**src/rtl/pipe_hazard_ctrl.sv**
```systemverilog
// Stall/flush controller for the five-stage pipeline registers and PC.
// Ports: clk, reset (sync, active-high); ID/EX hazard sources, branch,
//   mult/div issue/use, data-memory handshake; per-register en/flush,
//   md_busy (registered) and a saturating stall_cycles counter.
module pipe_hazard_ctrl #(
    parameter int MUL_CYC = 5,
    parameter int DIV_CYC = 10,
    parameter int CNT_W   = 4
) (
    input  logic        clk,
    input  logic        reset,
    input  logic [4:0]  id_rs,
    input  logic [4:0]  id_rt,
    input  logic        id_use_rs,
    input  logic        id_use_rt,
    input  logic [4:0]  ex_rd,
    input  logic        ex_memread,
    input  logic        ex_regwrite,
    input  logic        ex_br_taken,
    input  logic        id_md_start,
    input  logic        id_md_div,
    input  logic        id_md_use,
    input  logic        mem_req,
    input  logic        mem_ready,
    output logic        pc_en,
    output logic        ifid_en,
    output logic        ifid_flush,
    output logic        idex_en,
    output logic        idex_flush,
    output logic        exmem_en,
    output logic        memwb_en,
    output logic        md_busy,
    output logic [31:0] stall_cycles
);

    typedef enum logic {
        IDLE,
        BUSY
    } md_state_t;

    localparam logic [CNT_W-1:0] MUL_LD = CNT_W'(MUL_CYC - 1);
    localparam logic [CNT_W-1:0] DIV_LD = CNT_W'(DIV_CYC - 1);
    localparam logic [CNT_W-1:0] ONE    = CNT_W'(1);

    md_state_t        state;
    md_state_t        state_nxt;
    logic [CNT_W-1:0] cnt;
    logic [CNT_W-1:0] cnt_nxt;
    logic [CNT_W-1:0] ld_val;

    logic freeze;
    logic load_use;
    logic md_stall;
    logic stall;
    logic hit_freeze;
    logic hit_branch;
    logic hit_stall;
    logic advance;

    assign md_busy  = (state == BUSY);
    assign freeze   = mem_req & ~mem_ready;
    assign md_stall = md_busy & (id_md_use | id_md_start);
    assign load_use = ex_memread & ex_regwrite & (ex_rd != 5'd0)
                    & ((id_use_rs & (id_rs == ex_rd))
                     | (id_use_rt & (id_rt == ex_rd)));
    assign stall    = md_stall | load_use;

    // Priority folded into mutually exclusive terms
    assign hit_freeze = freeze;
    assign hit_branch = ~freeze & ex_br_taken;
    assign hit_stall  = ~freeze & ~ex_br_taken & stall;
    assign advance    = ~freeze & ~ex_br_taken & ~stall;

    always_comb begin
        pc_en      = 1'b1;
        ifid_en    = 1'b1;
        ifid_flush = 1'b0;
        idex_en    = 1'b1;
        idex_flush = 1'b0;
        exmem_en   = 1'b1;
        memwb_en   = 1'b1;
        unique case (1'b1)
            hit_freeze: begin
                pc_en    = 1'b0;
                ifid_en  = 1'b0;
                idex_en  = 1'b0;
                exmem_en = 1'b0;
                memwb_en = 1'b0;
            end
            hit_branch: begin
                ifid_flush = 1'b1;
                idex_flush = 1'b1;
            end
            hit_stall: begin
                // Hold PC and IF/ID, push one bubble into EX
                pc_en      = 1'b0;
                ifid_en    = 1'b0;
                idex_flush = 1'b1;
            end
            default: ;
        endcase
    end

    assign ld_val = id_md_div ? DIV_LD : MUL_LD;

    always_comb begin
        state_nxt = state;
        cnt_nxt   = cnt;
        unique case (state)
            IDLE: begin
                // A single-cycle op never enters BUSY
                if (id_md_start && advance && ld_val != '0) begin
                    state_nxt = BUSY;
                    cnt_nxt   = ld_val;
                end
            end
            BUSY: begin
                // Countdown runs through freezes too
                if (cnt == ONE) begin
                    state_nxt = IDLE;
                    cnt_nxt   = '0;
                end else begin
                    cnt_nxt = cnt - ONE;
                end
            end
            default: begin
                state_nxt = IDLE;
                cnt_nxt   = '0;
            end
        endcase
    end

    always_ff @(posedge clk) begin
        if (reset) begin
            state <= IDLE;
            cnt   <= '0;
        end else begin
            state <= state_nxt;
            cnt   <= cnt_nxt;
        end
    end

    always_ff @(posedge clk) begin
        if (reset) begin
            stall_cycles <= '0;
        end else if (!pc_en && stall_cycles != 32'hFFFF_FFFF) begin
            stall_cycles <= stall_cycles + 32'd1;
        end
    end

endmodule

```
**config.mk**
```make
export PLATFORM = sky130hd
export DESIGN_NAME = pipe_hazard_ctrl
export DESIGN_NICKNAME = d
export VERILOG_FILES = /design/src/rtl/pipe_hazard_ctrl.sv
export SDC_FILE = /design/constraint.sdc
export NUM_CORES = 1
export LEC_CHECK = 0
export CORE_ASPECT_RATIO = 1.1
export CORE_MARGIN = 3
export CORE_UTILIZATION = 35
export CTS_BUF_LIST = sky130_fd_sc_hd__clkbuf_2
export DETAILED_ROUTE_END_ITERATION = 16
export MAX_ROUTING_LAYER = met4
export PLACE_DENSITY = 0.71
export SKIP_LAST_GASP = 1
export SLEW_MARGIN = 20
export SYNTH_ARGS = -nofsm -noshare
export SYNTH_HDL_FRONTEND = slang
export SYNTH_SLANG_ARGS = --single-unit
```
**constraint.sdc**
```tcl
create_clock -name clk -period 3.87 [get_ports clk]
set_input_delay 0.387 -clock clk [delete_from_list [all_inputs] [get_ports clk]]
set_output_delay 0.387 -clock clk [all_outputs]
set_load 0.05 [all_outputs]
```
==> impl_metrics.ini <==
[routing]
via_count = 2009
final_antenna_net_count = 0
wl_per_cell_um = 13.7
drtPass1Iterations = 4
drt-initial-drc-count = 92
vias_per_cell = 5.11
routed_wl_mm = 5.37
route.detailed.drc = 0

[synth]
synth_area_sq_um = 2110
ys_seq_area_share_pct = 35.2
ys.flop_type = dfxtp_1
yosysWarnings = 0
synthArstFlopShare_pct = 0
synth_edf_count = 0
yosysUniqueCellTypes = 47
syn_avg_cell_area_sq_um = 8.39
synth_seq_cells = 37
syn_nets = 281
netlist_instances = 251

[layout]
drive_above_1_share_pct = 9.18
syn2layout_area_growth_pct = 35.4
n_antenna_cell = 0
nets = 345

[sta]
slew_headroom_pct = 40.7
finalClockSkew_ns = 0.00867
holdWs_ns = 0.506
setup_viol = 0
setup_tns_ns = 0
worst_pin_slew_ns = 0.887
drv_slew = 0
rsz0062_at_grt = no
fmax_ghz = 0.319
hold_viol = 0
fin_crit_ns = 3.14
period_share_pct = 81.0

[critical_path]
crit_path_frequent_cell = clkdlybuf4s50_1
crit_required_ns = 3.48
crit_family = buffers and inverters
crit_buf_inv = 2
critical_path_class = in2out
arrival_ns = 2.75
reg2reg_from = stall_cycles[1]$_SDFFE_PP0P_
critPathMaxStageDelay_ns = 0.85
path_cells = clkdlybuf4s50_1 > or3_1 > o311a_1 > a31oi_2 > clkdlybuf4s50_1
worst_setup_path_end_kind = primary output
critPathLaunch = ex_rd[0]
startpoint_type = input port
critPathMaxFanout = 3
cp_slowest_cell = clkdlybuf4s50_1

[cts]
cts_tree = yes
cts_buffers = 5
cts-resized-gates = 0
cts_max_level = 2
cts_buffer_depth = 2
insertion_delay_ns = 0.40
cts_sinks = 37
cts_root_buf = clkbuf_2
post_cts_buffers = 0
clkTransAtPathRegs_ns = 0.18
ctsHoldBuffers = 0

[floorplanning]
io_pins = 67
rows = 29
die_y_um = 87.4
initial_utilization_pct = 36.3
core_sq_um = 5810
die_w_um = 80.0
design.die.area_sq_um = 6990

[hold_path]
worstHoldStart = cnt[1]$_SDFFE_PP0P_
hold_class = reg2reg

[power_and_ir_drop]
switching_share_pct = 30.2
p_int_mw = 0.502
power_density_nw_per_um2 = 252
ir_drop_mv = 0.140
power_frac_seq_pct = 55.0
combPwrFrac_pct = 19.7
total_power_mw = 0.720
clkPwrFrac_pct = 25.3
switchingPower_mw = 0.217
leakagePower_nw = 0.893

[global_route]
track_usage_pct = 16.1
grt_pass1_wl_mm = 8.73
grt_pass1_vias = 1923
grt_max_degree = 22
grt-ovfl-total = 0
antenna_found_initial = 0

[placed_design]
gp_congestion = 0.810
hpwl_mm = 3.99
port_buffers = 66

[outcome]
outcome = finished clean

[flow_run]
cap_violations = 0
## final cells by class
type                    count  area [sq um]
clock buffers               8          40.0
fillers                   581          2950
inverters                   7          26.3
multi-input cells         195          1270
flip-flops and latches     37           741
well taps                  77          96.3
repair buffers             69           683
## worst reg2reg max path, delay by kind of cell (launching register included)
family          cells  cell delay [ns]
flops               1             0.48
simple gates        4             1.07
compound gates      1             0.52
mux                 1             0.33
fa+ha+maj           1             0.29
## metrics by stage
step | util (%) | instances | cell area [sq um] | setup WS [ns]
floorplan | - | 251 | 2110 | 1.28
global route | 49.1 | 393 | 2850 | 0.672
finish | 49.1 | 393 | 2850 | 0.735
detailed placement | 48.4 | 385 | 2810 | 0.739
global placement | 48.4 | 385 | 2810 | 0.813
CTS | 49.1 | 393 | 2850 | 0.720
## power groups by stage
stage / clock network [mW] / logic (mW) / registers, mW
CTS: 0.189 / 0.143 / 0.396
global route: 0.208 / 0.154 / 0.398
floorplan: 0 / 0.0841 / 0.408
global placement: 0 / 0.140 / 0.403
finish: 0.182 / 0.142 / 0.396
detailed placement: 0 / 0.142 / 0.404
## registers in the layout (all words and copies together), names as in the netlist
name	flops
stall_cycles	32
cnt	4
md_busy	1
## cells in the mapped netlist, drive strengths merged, types with 3 or more instances
cell type,n,area (sq um)
nor4,11,75.1
ha,3,37.5
and4,4,40.0
nand2,18,67.6
buf,7,55.1
or3,3,18.8
a31oi,5,37.5
nand3,14,75.1
dfxtp,37,741
o21ai,5,40.0
inv,7,26.3
nor3,13,70.1
nor2b,5,31.3
nand4,9,71.3
nor2,36,135
clkbuf,5,18.8
a21oi,10,53.8
nor3b,5,47.5
xnor2,34,298
## path summary, 6_finish.rpt
kind	to	slack (ns)	cells past startpoint
min reg2reg	cnt[1]$_SDFFE_PP0P_	0.51	2
max reg2reg	stall_cycles[31]$_SDFFE_PP0P_	1.10	7
max	pc_en	0.73	5
min	cnt[1]$_SDFFE_PP0P_	0.51	2
## layer usage
metal	global-route usage, %	wire [um]
met1	18.4	2370
met4	5.38	80
met3	5.80	512
met5	-	0
met2	26.1	2410
## cells in the final DEF, fill, tap and decap left out, drive strengths merged, types with 2 or more instances in the layout
master and n:
or3 3, and3 2, mux2 2, dfxtp 37, and4 4, a31oi 5, buf 3, nor3b 5
clkbuf 8, or2 2, clkdlybuf4s50 66, nand2b 2, nor3 13, nor4 11, a31o 2, nand4 9
nand2 18, inv 7, ha 3, o21ai 5, nor2b 5, xnor2 34, a21oi 10, nand3 14
o311a 2, nor2 36
## cells by family after synthesis
kind of cell | count (synthesis) | synth area share, %
buffers and inverters | 19 | 4.75
AO/OA/AOI/OAI | 29 | 9.92
flip-flops | 37 | 35.2
AND/OR/NAND/NOR | 127 | 33.2
adder cells (fa/ha/maj) | 3 | 1.78
multiplexers | 2 | 1.07
XOR/XNOR | 34 | 14.1
(Power assumes the default switching activity.)
